`src/rtl/gpio_controller.sv`:
```
// Memory-mapped GPIO block with a two-flop input synchroniser and per-pin debounce.
// Debounced edges set sticky write-1-to-clear interrupt status bits.
module gpio_controller #(
  parameter int WIDTH           = 8,
  parameter int DEBOUNCE_CYCLES = 4
) (
  input  logic             clk,
  input  logic             reset,
  input  logic [4:0]       addr,
  input  logic             wr_en,
  input  logic [31:0]      wdata,
  input  logic             rd_en,
  output logic [31:0]      rdata,
  input  logic [WIDTH-1:0] pins_in,
  output logic [WIDTH-1:0] pins_out,
  output logic [WIDTH-1:0] pins_oe,
  output logic             irq
);

  localparam int CW = $clog2(DEBOUNCE_CYCLES + 1);
  localparam logic [CW-1:0] CNT_LAST = CW'(DEBOUNCE_CYCLES - 1);

  localparam logic [2:0] A_DATA_IN    = 3'd0;
  localparam logic [2:0] A_DATA_OUT   = 3'd1;
  localparam logic [2:0] A_DIR        = 3'd2;
  localparam logic [2:0] A_IRQ_EN     = 3'd3;
  localparam logic [2:0] A_EDGE_SEL   = 3'd4;
  localparam logic [2:0] A_IRQ_STATUS = 3'd5;

  logic [WIDTH-1:0] sync1_r, sync2_r, deb_r, deb_prev_r;
  logic [CW-1:0]    cnt_r [WIDTH];
  logic [WIDTH-1:0] data_out_r, dir_r, irq_en_r, edge_sel_r, status_r;
  logic [31:0]      rdata_r;

  logic [2:0]       sel_s;
  logic [WIDTH-1:0] wdata_s, rise_s, fall_s, event_s, w1c_s;
  logic [31:0]      rd_mux_s;
  logic             unused_s;

  assign sel_s    = addr[4:2];
  assign wdata_s  = wdata[WIDTH-1:0];
  assign unused_s = ^{addr[1:0], wdata};

  assign pins_out = data_out_r;
  assign pins_oe  = dir_r;
  assign irq      = |(status_r & irq_en_r);
  assign rdata    = rdata_r;

  // Edge detection on debounced inputs and write-1-to-clear mask
  always_comb begin
    rise_s  = deb_r & ~deb_prev_r;
    fall_s  = ~deb_r & deb_prev_r;
    event_s = (edge_sel_r & fall_s) | (~edge_sel_r & rise_s);
    if (wr_en && (sel_s == A_IRQ_STATUS)) begin
      w1c_s = wdata_s;
    end else begin
      w1c_s = '0;
    end
  end

  // Read multiplexer; unused upper bits and unmapped offsets return zero
  always_comb begin
    rd_mux_s = 32'd0;
    case (sel_s)
      A_DATA_IN:    rd_mux_s[WIDTH-1:0] = deb_r;
      A_DATA_OUT:   rd_mux_s[WIDTH-1:0] = data_out_r;
      A_DIR:        rd_mux_s[WIDTH-1:0] = dir_r;
      A_IRQ_EN:     rd_mux_s[WIDTH-1:0] = irq_en_r;
      A_EDGE_SEL:   rd_mux_s[WIDTH-1:0] = edge_sel_r;
      A_IRQ_STATUS: rd_mux_s[WIDTH-1:0] = status_r;
      default:      rd_mux_s = 32'd0;
    endcase
  end

  // Synchroniser and per-pin debounce counters
  always_ff @(posedge clk) begin
    if (reset) begin
      sync1_r    <= '0;
      sync2_r    <= '0;
      deb_r      <= '0;
      deb_prev_r <= '0;
      for (int i = 0; i < WIDTH; i++) begin
        cnt_r[i] <= '0;
      end
    end else begin
      sync1_r    <= pins_in;
      sync2_r    <= sync1_r;
      deb_prev_r <= deb_r;
      for (int i = 0; i < WIDTH; i++) begin
        if (sync2_r[i] == deb_r[i]) begin
          cnt_r[i] <= '0;
        end else if (cnt_r[i] == CNT_LAST) begin
          deb_r[i] <= sync2_r[i];
          cnt_r[i] <= '0;
        end else begin
          cnt_r[i] <= cnt_r[i] + CW'(1);
        end
      end
    end
  end

  // Control registers; an event on the same edge as its W1C keeps the bit set
  always_ff @(posedge clk) begin
    if (reset) begin
      data_out_r <= '0;
      dir_r      <= '0;
      irq_en_r   <= '0;
      edge_sel_r <= '0;
      status_r   <= '0;
    end else begin
      if (wr_en) begin
        case (sel_s)
          A_DATA_OUT: data_out_r <= wdata_s;
          A_DIR:      dir_r      <= wdata_s;
          A_IRQ_EN:   irq_en_r   <= wdata_s;
          A_EDGE_SEL: edge_sel_r <= wdata_s;
          default:    ;
        endcase
      end
      status_r <= (status_r & ~w1c_s) | event_s;
    end
  end

  // Registered read data, sampled from pre-write register values
  always_ff @(posedge clk) begin
    if (reset) begin
      rdata_r <= 32'd0;
    end else if (rd_en) begin
      rdata_r <= rd_mux_s;
    end
  end

endmodule

```
`config.mk`:
```
export PLATFORM = sky130hd
export DESIGN_NAME = gpio_controller
export DESIGN_NICKNAME = d
export VERILOG_FILES = /design/src/rtl/gpio_controller.sv
export SDC_FILE = /design/constraint.sdc
export NUM_CORES = 1
export LEC_CHECK = 0
export CORE_ASPECT_RATIO = 0.8
export CORE_MARGIN = 1
export CORE_UTILIZATION = 45
export CTS_CLUSTER_SIZE = 8
export DETAILED_ROUTE_END_ITERATION = 8
export PLACE_DENSITY = 0.72
export RECOVER_POWER = 100
export SLEW_MARGIN = 40
export SYNTH_ARGS = -nofsm -noshare
export SYNTH_HDL_FRONTEND = slang
export SYNTH_SLANG_ARGS = --single-unit
```
`constraint.sdc`:
```
create_clock -name clk -period 4.25 [get_ports clk]
set_input_delay 0.85 -clock clk [delete_from_list [all_inputs] [get_ports clk]]
set_output_delay 0.85 -clock clk [all_outputs]
set_load 0.05 [all_outputs]
```
==> flow_summary_export.csv <==
group,metric,value,unit
timing,period_share,0.697,
placed_design,dpl-instance-area,5140,µm²
placed_design,dp_slack,1.23,ns
logic_synthesis,syn_inst,490,
timing,max_freq,0.337,GHz
cts,cts_setup_buffers,0,
global_route,grt_pass1_vias,3137,
logic_synthesis,synth-seq-cells,104,
critical_path,critPathArrivalTime,3.21,ns
min_path,hold_class,"register to register",
final_layout,area_growth,17.7,%
route,vias,3388,
placed_design,detailed_place_hpwl,6460,µm
route,ant_nets,0,
final_layout,num-nets-final,617,
floorplan,rows,32,
final_layout,final_util,0.553,
critical_path,critical_path.max_fanout,16,
global_route,grt_max_degree,53,
final_layout,multi_input_area,2080,µm²
cts,clock_path_buffers,2,
route,drtIter0Drc,155,
pwr,power_density,380,nW/µm²
cts,postCtsHoldBufs,0,
timing,min_period,2.96,ns
cts,cts_tree,"yes",
logic_synthesis,yosysTopAreaCellShare,0.349,
final_layout,nFillCells,905,
critical_path,cp_slowest_stage_delay,0.61,ns
min_path,min_path_cells,1,
critical_path,crit_type,"input port to register",
final_layout,final_area,5410,µm²
min_path,worstHoldEndpoint,"sync2_r[5]$_SDFF_PP0_",
floorplan,die_w,115,µm
cts,clk-insertion-delay-late,0.34,ns
timing,max_slew_margin,-0.481,
pwr,ir_drop,0.268,mV
timing,final.setup.worst_slack,1.29,ns
cts,clkTransAtPathRegs,0.06,ns
timing,tns,0,ns
logic_synthesis,yosysWarnings,0,
critical_path,ff2ff_path_depth,4,
critical_path,r2r_start,"cnt_r[0][6]$_SDFFCE_PN0P_",
timing,finalSetupViolCount,0,
critical_path,r2r_slack,2.76,ns
logic_synthesis,ys_types,36,
global_route,grt_pass1_wl,14700,µm
logic_synthesis,synth.avg_cell_area,9.37,µm²
global_route,grt.overflow.total,0,
logic_synthesis,synth.area.top_cells,"dfxtp_1 35%, edfxtp_1 16%, nand2_1 6.4%",
route,drc_errors,0,
critical_path,required,4.49,ns
timing,drv_slew,53,
critical_path,path_cells,"clkdlybuf4s50_1 -> buf_4 -> nor2b_1 -> clkbuf_1 -> and2_0 -> nand2_1 -> a21oi_1",
route,wl_per_cell,12.9,µm
run_status,violations,"capacitance limit, slew limit",
job,cap_viol_max_count,1,
timing,timing_hold_violations_final,0,
cts,ctsRootBufferMaster,"clkbuf_16",
route,routed_wl,8920,µm
critical_path,critical_path.top_delay_family,"simple AND/OR/NAND/NOR gates",
min_path,hold_path_startpoint,"sync1_r[5]$_SDFF_PP0_",
final_layout,ff_latch_area,2320,µm²
critical_path,rr_endpoint,"cnt_r[0][6]$_SDFFCE_PN0P_",
timing,rsz0062_at_grt,"false",
floorplan,start_util,0.470,
pwr,p_leak,0.00213,µW
floorplan,die-height,92.4,µm
global_route,antenna_found_initial,0,
logic_synthesis,synth_top_area_cell,"dfxtp_1",
route,vias_per_cell,4.89,
timing,fin_worst_skew,0.00771,ns
final_layout,diodes,0,
floorplan,core,9770,µm²
pwr,p_total,2050,µW
global_route,grtUsageTotal,0.182,
final_layout,drive_gt1_frac,0.0521,
placed_design,gp_congestion,0.841,
critical_path,end_kind,"register",
cts,cts_resized,0,
critical_path,crit_buf_inv,3,
cts,cts.sinks,104,
timing,worst_pin_slew,2.22,ns
cts,h-tree-depth,3,
critical_path,start_kind,"input port",
floorplan,boundaryPins,98,
logic_synthesis,netlist_area,4590,µm²
placed_design,io_buffers,47,
cts,cts_buffers,9,
critical_path,slowest_stage,"and2_0",
route,drt-pass1-iter-count,4,
run_status,status,"complete, but fails checks",
logic_synthesis,seq_area_frac_synth,0.506,
floorplan,die_area,10600,µm²
==> power by group <==
part | internal [µW] | switching (µW)
Combinational | 61.7 | 147
Clock | 451 | 337
Sequential | 1040 | 16.4
==> placed cells by master (no fill, tap or decap), drive strengths merged, types with 2 or more instances in the layout <==
cell	count
o21ai	4
nor3	4
clkbuf	14
ha	16
edfxtp	24
inv	18
dlygate4sd3	25
or3	8
dfxtp	80
xnor2	8
nand3b	2
conb	48
clkinv	4
nand2	79
a32oi	8
a311oi	4
mux2i	19
nor2b	27
and2	2
clkdlybuf4s50	20
nand3	5
buf	4
a22oi	7
mux2	10
o2111a	3
a21oi	42
nor2	65
==> flip-flops by register name, summed over array words and instances, names as in the netlist <==
signal	count
cnt_r	24
deb_prev_r	8
deb_r	8
edge_sel_r	8
irq_en_r	8
pins_oe	8
pins_out	8
rdata	8
status_r	8
sync1_r	8
sync2_r	8
==> synthesized netlist by cell type <==
master / number
a21oi_1: 42
nand3_1: 5
inv_1: 18
a311oi_1: 4
buf_6: 2
nor2_1: 64
a32oi_1: 8
nor2_2: 1
a211oi_1: 1
buf_2: 1
and2b_1: 1
clkbuf_1: 15
o21ai_0: 4
or3_1: 8
and3_1: 1
mux2_2: 10
conb_1: 2
nand4_1: 1
o2111a_1: 3
and2_1: 2
xnor2_1: 8
edfxtp_1: 24
nor3_1: 3
and4b_1: 1
a22oi_1: 7
nand2_1: 78
buf_4: 28
nand2_4: 1
nor2b_1: 27
clkbuf_2: 1
o311a_1: 1
nand3b_1: 2
dfxtp_1: 80
ha_1: 16
mux2i_1: 19
nor3_4: 1
==> cell type report <==
class / count / area share
clock buffers: 11 / 0.0431
clock inverters: 5 / 0.00880
inverters: 18 / 0.0125
multi-input cells: 367 / 0.384
flip-flops and latches: 104 / 0.430
well taps: 136 / 0.0315
repair buffers: 52 / 0.0905
==> metal layers <==
metal  share of wire  track usage
met4           0.014       0.0725
met1            0.45        0.228
met5               0            0
met3           0.060       0.0465
met2            0.48        0.298
==> worst register-to-register path: stages (launching register included) <==
cell	delay [ns]
edfxtp_1	0.39
ha_1	0.22
ha_1	0.21
or3_1	0.42
nor2_1	0.11
==> how the worst max path moves through the flow <==
stage	startpoint	endpoint	slack, ns	cells past startpoint
after floorplan	addr[3]	pins_out[0]$_SDFFE_PP0P_	2.35	5
after global routing	reset	rdata[3]$_SDFFE_PP0P_	1.11	3
after CTS	addr[3]	pins_oe[4]$_SDFFE_PP0P_	1.59	7
after detailed placement	addr[3]	pins_oe[1]$_SDFFE_PP0P_	1.23	7
after global placement	addr[3]	pins_oe[7]$_SDFFE_PP0P_	1.23	7
final	addr[3]	pins_oe[1]$_SDFFE_PP0P_	1.29	7
==> stage by stage <==
step	hold WS, ns	instances
final	0.437	693
after detailed placement	0.424	677
after floorplan	0.414	536
after global routing	0.454	693
after global placement	0.424	677
after CTS	0.438	693
==> kinds of logic (layout without fill, tap and decap cells) <==
| logic type | after synthesis | in the layout | synth area share |
|---|---|---|---|
| multiplexers | 29 | 29 | 0.0659 |
| XOR/XNOR | 8 | 8 | 0.0153 |
| AND/OR/NAND/NOR | 196 | 196 | 0.192 |
| AO/OA/AOI/OAI | 70 | 70 | 0.0956 |
| other | 2 | 48 | 0.00164 |
| buffers and inverters | 65 | 86 | 0.0798 |
| flip-flops | 104 | 104 | 0.506 |
| adder cells (fa/ha/maj) | 16 | 16 | 0.0436 |
(Power assumes the default switching activity.)
